$ cat config.mk
export PLATFORM = sky130hd
export DESIGN_NAME = pgr_uart_cmd_ctrl_32bit
export DESIGN_NICKNAME = d
export VERILOG_FILES = /design/src/rtl/pgr_uart_cmd_pkg.sv /design/src/rtl/pgr_uart_cmd_ctrl_32bit.sv
export SDC_FILE = /design/constraint.sdc
export NUM_CORES = 1
export LEC_CHECK = 0
export CAP_MARGIN = 20
export CELL_PAD_IN_SITES_DETAIL_PLACEMENT = 1
export CELL_PAD_IN_SITES_GLOBAL_PLACEMENT = 2
export CORE_UTILIZATION = 32
export DETAILED_ROUTE_END_ITERATION = 8
export GPL_ROUTABILITY_DRIVEN = 0
export PLACE_DENSITY_LB_ADDON = 0.1
export SLEW_MARGIN = 30
export SYNTH_ARGS = -nofsm -noshare
export SYNTH_HDL_FRONTEND = slang
export SYNTH_SLANG_ARGS = --single-unit
$ cat constraint.sdc
create_clock -name clk -period 4.1 [get_ports clk]
set_input_delay 1.025 -clock clk [delete_from_list [all_inputs] [get_ports clk]]
set_output_delay 1.025 -clock clk [all_outputs]
set_load 0.02 [all_outputs]
$ cat src/rtl/pgr_uart_cmd_pkg.sv
// Shared constants for the UART register command controller: opcodes,
// response bytes and FSM state encodings.
package pgr_uart_cmd_pkg;
  localparam logic [7:0] OP_WR   = 8'h57;
  localparam logic [7:0] OP_RD   = 8'h52;
  localparam logic [7:0] RSP_OK  = 8'h4B;
  localparam logic [7:0] RSP_ERR = 8'h45;

  typedef enum logic [2:0] {
    IDLE = 3'd0,
    ADDR = 3'd1,
    DATA = 3'd2,
    BUS  = 3'd3,
    RESP = 3'd4,
    ERR  = 3'd5
  } state_t;
endpackage

$ cat src/rtl/pgr_uart_cmd_ctrl_32bit.sv
// UART command frame decoder driving a 32-bit register bus.
// Frames: 'W' a1 a0 d3 d2 d1 d0 -> 'K'; 'R' a1 a0 -> d3 d2 d1 d0; bad frame -> 'E'.
module pgr_uart_cmd_ctrl_32bit
  import pgr_uart_cmd_pkg::*;
#(
  parameter logic [23:0] BYTE_TIMEOUT = 24'd5_000_000,
  parameter logic [15:0] BUS_TIMEOUT  = 16'd1024
) (
  input  logic        clk,
  input  logic        rst,
  input  logic [7:0]  rx_fifo_rd_data,
  input  logic        rx_fifo_rd_data_valid,
  output logic        rx_fifo_rd_data_req,
  input  logic        rx_chk_err,
  output logic [7:0]  tx_fifo_wr_data,
  input  logic        tx_fifo_wr_data_valid,
  output logic        tx_fifo_wr_data_req,
  output logic [15:0] reg_addr,
  output logic [31:0] reg_wdata,
  output logic        reg_wr,
  output logic        reg_rd,
  input  logic [31:0] reg_rdata,
  input  logic        reg_ack,
  output logic        busy
);

  state_t      r_state, w_next;
  logic        r_is_wr;
  logic [2:0]  r_cnt;
  logic [31:0] r_shift;
  logic [15:0] r_addr;
  logic [23:0] r_gap;
  logic [15:0] r_bus;
  logic        r_wr, r_rd;
  logic        w_pop, w_push, w_gap_to, w_bus_to, w_op_ok;

  assign w_gap_to = (r_gap == BYTE_TIMEOUT - 24'd1);
  assign w_bus_to = (r_bus == BUS_TIMEOUT - 16'd1);
  assign w_op_ok  = (rx_fifo_rd_data == OP_WR) || (rx_fifo_rd_data == OP_RD);

  always_ff @(posedge clk or posedge rst) begin
    if (rst) r_state <= IDLE;
    else     r_state <= w_next;
  end

  always_comb begin
    w_next = r_state;
    w_pop  = 1'b0;
    w_push = 1'b0;
    case (r_state)
      IDLE: begin
        w_pop = rx_fifo_rd_data_valid && !rst;
        if (rx_chk_err)  w_next = ERR;
        else if (w_pop)  w_next = w_op_ok ? ADDR : ERR;
      end
      ADDR: begin
        w_pop = rx_fifo_rd_data_valid && !rst;
        if (rx_chk_err)    w_next = ERR;
        else if (w_pop)    begin
          if (r_cnt == 3'd1) w_next = r_is_wr ? DATA : BUS;
        end
        else if (w_gap_to) w_next = IDLE;
      end
      DATA: begin
        w_pop = rx_fifo_rd_data_valid && !rst;
        if (rx_chk_err)    w_next = ERR;
        else if (w_pop)    begin
          if (r_cnt == 3'd3) w_next = BUS;
        end
        else if (w_gap_to) w_next = IDLE;
      end
      BUS: begin
        if (reg_ack)       w_next = RESP;
        else if (w_bus_to) w_next = ERR;
      end
      RESP: begin
        w_push = tx_fifo_wr_data_valid && !rst;
        if (w_push && r_cnt == 3'd1) w_next = IDLE;
      end
      ERR: begin
        w_push = tx_fifo_wr_data_valid && !rst;
        if (w_push) w_next = IDLE;
      end
      default: w_next = IDLE;
    endcase
  end

  // r_cnt counts collected bytes in ADDR/DATA and bytes still to send in RESP.
  always_ff @(posedge clk or posedge rst) begin
    if (rst) begin
      r_is_wr <= 1'b0;
      r_cnt   <= 3'd0;
      r_shift <= 32'd0;
      r_addr  <= 16'd0;
      r_gap   <= 24'd0;
      r_bus   <= 16'd0;
      r_wr    <= 1'b0;
      r_rd    <= 1'b0;
    end else begin
      case (r_state)
        IDLE: begin
          r_cnt <= 3'd0;
          r_gap <= 24'd0;
          if (w_pop && !rx_chk_err) r_is_wr <= (rx_fifo_rd_data == OP_WR);
        end
        ADDR: begin
          if (w_pop && !rx_chk_err) begin
            r_addr <= {r_addr[7:0], rx_fifo_rd_data};
            r_cnt  <= (r_cnt == 3'd1) ? 3'd0 : r_cnt + 3'd1;
            r_gap  <= 24'd0;
          end else begin
            r_gap  <= r_gap + 24'd1;
          end
        end
        DATA: begin
          if (w_pop && !rx_chk_err) begin
            r_shift <= {r_shift[23:0], rx_fifo_rd_data};
            r_cnt   <= r_cnt + 3'd1;
            r_gap   <= 24'd0;
          end else begin
            r_gap   <= r_gap + 24'd1;
          end
        end
        BUS: begin
          if (reg_ack) begin
            r_wr <= 1'b0;
            r_rd <= 1'b0;
            if (r_rd) begin
              r_shift <= reg_rdata;
              r_cnt   <= 3'd4;
            end else begin
              r_shift <= {RSP_OK, 24'd0};
              r_cnt   <= 3'd1;
            end
          end else if (w_bus_to) begin
            r_wr <= 1'b0;
            r_rd <= 1'b0;
          end else begin
            r_bus <= r_bus + 16'd1;
          end
        end
        RESP: begin
          if (w_push) begin
            r_shift <= {r_shift[23:0], 8'h00};
            r_cnt   <= r_cnt - 3'd1;
          end
        end
        default: ;
      endcase
      if (w_next == BUS && r_state != BUS) begin
        r_wr  <= r_is_wr;
        r_rd  <= !r_is_wr;
        r_bus <= 16'd0;
      end
      // Every error path converges here so the 'E' byte is loaded exactly once.
      if (w_next == ERR && r_state != ERR) r_shift <= {RSP_ERR, 24'd0};
    end
  end

  assign rx_fifo_rd_data_req = w_pop;
  assign tx_fifo_wr_data_req = w_push;
  assign tx_fifo_wr_data     = r_shift[31:24];
  assign reg_wdata           = r_shift;
  assign reg_addr            = r_addr;
  assign reg_wr              = r_wr;
  assign reg_rd              = r_rd;
  assign busy                = (r_state != IDLE);

endmodule

==> metrics.md <==
| Metric | Value |
|---|---|
| Final core utilization | 0.419 |
| Fillers | 1853 |
| Worst-path clk slew | 60 ps |
| Placed cell area | 6620 sq um |
| Critical path startpoint | rst |
| Hold Vio Cnt, Final | 0 |
| Top FF cell, synth | dfrtp_1 |
| Worst Hold Depth | 1 |
| Post-synth EDFFs | 0 |
| Post-synthesis cell type count | 59 |
| Leading cell types in the layout, fill and taps excluded | 106 x clkdlybuf4s50_1, 97 x dfrtp_1, 57 x nand2_1 |
| Clk sinks | 97 |
| R2R Path Start | r_gap[0] |
| Max Slew Vio Count | 0 |
| Pwr/cell area | 572 nW/um^2 |
| Commonest non-fill, non-tap cell in the layout | clkdlybuf4s50_1 |
| Post-route cell area | 6920 sq um |
| Leakage | 2.83 nW |
| Wirelength per Cell | 18.1 um |
| Setup Fix Bufs, Post-CTS | 0 |
| Max VDD drop | 0.258 mV |
| Crit path max fanout | 5 |
| Rows | 47 |
| Clock root buffer | clkbuf_16 |
| Initial antenna violation count | 0 |
| Initial Util | 0.327 |
| Total GRT Usage | 0.188 |
| Fin crit share | 0.904 |
| Number of global-route vias before repair | 4830 |
| Min cycle time layout | 3710 ps |
| CP peak stage delay | 680 ps |
| Ys Warns | 0 |
| Worst slew pin tran | 846 ps |
| Post-CTS Hold Fix Bufs | 0 |
| Post-CTS Resized | 0 |
| Asr flop ratio synth | 1.00 |
| TritonCTS clock tree | yes |
| Hold Worst Slack | 512 ps |
| H-tree depth | 3 |
| Reg2reg path depth | 7 |
| Mapped Area | 5400 sq um |
| Residual DRC | 0 |
| Clock Latency Late Sink | 350 ps |
| CTS Buf Count | 9 |
| Gr ovfl total | 0 |
| Slew HR | 0.431 |
| Die W | 132 um |
| Setup Crit Path Kind | in2out |
| # nets final | 697 |
| Syn avg cell area | 9.67 sq um |
| Largest net degree at the start of global routing | 62 |
| R2R Setup Slk | 1500 ps |
| Mapped Nets | 610 |
| Die ar. | 17400 sq um |
| Initial DRC count | 207 |
| Hold Crit Class | reg2reg |
| Post-synthesis cell count | 558 |
| Setup TNS Final | 0 ps |
| Reg2reg end | reg_wdata[24] |
| Layout cell share with drive strength beyond 1 | 0.0877 |
| Final setup vio count | 0 |
| Ant. Diodes | 0 |
| Fmax | 270 MHz |
| Cell mode on critical path | clkdlybuf4s50_1 |
| Worst setup EP type | output pin |
| Post-DRT Antenna Nets | 0 |
| Routed WL | 15.7 mm |
| Die height | 132 um |
| Vias per cell | 5.31 |
| # port buffers | 106 |
| Post-DP HPWL | 11.0 mm |
| #FFs+latches synth | 97 |
| Worst-path cell chain | clkdlybuf4s50_1 -> nand2b_1 -> nor3_1 -> clkdlybuf4s50_1 |
| Post-synthesis sequential area ratio | 0.450 |
| Critical Path RT | 3070 ps |
| Crit path DAT | 2680 ps |
| Worst Setup EP | tx_fifo_wr_data_req |
| Status | completed |
| Core Area | 16500 sq um |
| Area growth, synth to finish | 28.3% |
| Vias | 4623 |
| Longest Clk Path Bufs | 2 |
| Critical path startpoint category | input port |
| RSZ-0062 raised after global routing | false |
| I/O pin total | 107 |
| Setup Skew | 12.7 ps |
| Pre-antenna DRT Iters | 4 |
| Maxcap violations | 0 |
| First-pass GRT wire length | 26.1 mm |
| Slowest stage cell, crit path | clkdlybuf4s50_1 |
worst min path at each step:
stage	from	to
2_1_floorplan	r_gap[22]	r_gap[22]
3_3_place_gp	reg_addr[15]	reg_addr[15]
3_5_place_dp	reg_addr[11]	reg_addr[11]
4_1_cts	reg_addr[11]	reg_addr[11]
5_1_grt	reg_addr[9]	reg_addr[9]
6_report	reg_addr[10]	reg_addr[10]
kinds of logic after synthesis:
family                   synth area share
AND/OR/NAND/NOR                     0.232
buffers and inverters              0.0566
multiplexers                       0.0524
adder cells (fa/ha/maj)            0.0139
XOR/XNOR                           0.0487
flip-flops                          0.450
AO/OA/AOI/OAI                       0.147
cell usage after synthesis, drive strengths merged, types with 2 or more instances:
master  number  area, sq um
dfrtp       97         2430
nand2       57          214
nand3       52          260
nor2        43          161
buf         27          189
o221a       27          304
o21ai       26          130
xor2        23          201
nand4       20          125
mux2        18          203
inv         16         60.1
clkbuf      15         56.3
nor3        11         55.1
a22oi        9         81.3
and2         9         56.3
nand2b       9         56.3
nor4         9         68.8
a31oi        8         50.1
mux2i        8         80.1
and3         7         43.8
xnor2        7         61.3
a21oi        6         30.0
ha           6         75.1
nand3b       4         30.0
nor2b        4         25.0
nor4bb       3         30.0
o211ai       3         22.5
o21a         3         23.8
o221ai       3         26.3
and3b        2         17.5
and4         2         17.5
and4b        2         20.0
nor4b        2         17.5
o22ai        2         12.5
o31ai        2         15.0
worst max-delay path: cells and delay by family:
kind                   cells  cell delay, ps
buffers and inverters      2            1200
and+or+nand+nor            2             450
power by group:
group          internal, W  total [W]  switching (W)
Clock             0.000488   0.000862       0.000374
Combinational     0.000791    0.00174       0.000950
Sequential         0.00116    0.00136       0.000195
Total              0.00244    0.00396        0.00152
cell type report:
| type | count | area, sq um | share of cell area |
|---|---|---|---|
| clock inverters | 5 | 55.1 | 0.00795 |
| well taps | 220 | 275 | 0.0398 |
| repair buffers | 118 | 1180 | 0.170 |
| clock buffers | 11 | 243 | 0.0351 |
| inverters | 16 | 62.6 | 0.00904 |
| multi-input cells | 403 | 2690 | 0.388 |
| flip-flops and latches | 97 | 2430 | 0.351 |
per-layer routing:
metal / part of all wire / routed length, um / vias to the layer above / global-route usage
met5: 0 / 0 / - / 0
met4: 0.011 / 171 / 0 / 0.0556
met3: 0.035 / 548 / 11 / 0.0358
met2: 0.48 / 7490 / 72 / 0.310
met1: 0.48 / 7510 / 2337 / 0.251
li1: - / - / 2203 / -
registers in the layout, indices dropped and copies added, names as in the netlist:
register / cells
r_cnt: 3
reg_rd: 1
r_bus: 16
r_state: 3
reg_addr: 16
reg_wdata: 32
r_gap: 24
r_is_wr: 1
reg_wr: 1
stage by stage:
step,setup slack (ps),power [W],std cells
finish,392,0.00396,870
global route,324,0.00421,870
CTS,386,0.00402,870
detailed placement,392,0.00313,854
global placement,420,0.00309,854
floorplan,541,0.00247,558
No activity file was read; power rests on OpenSTA's default activity.
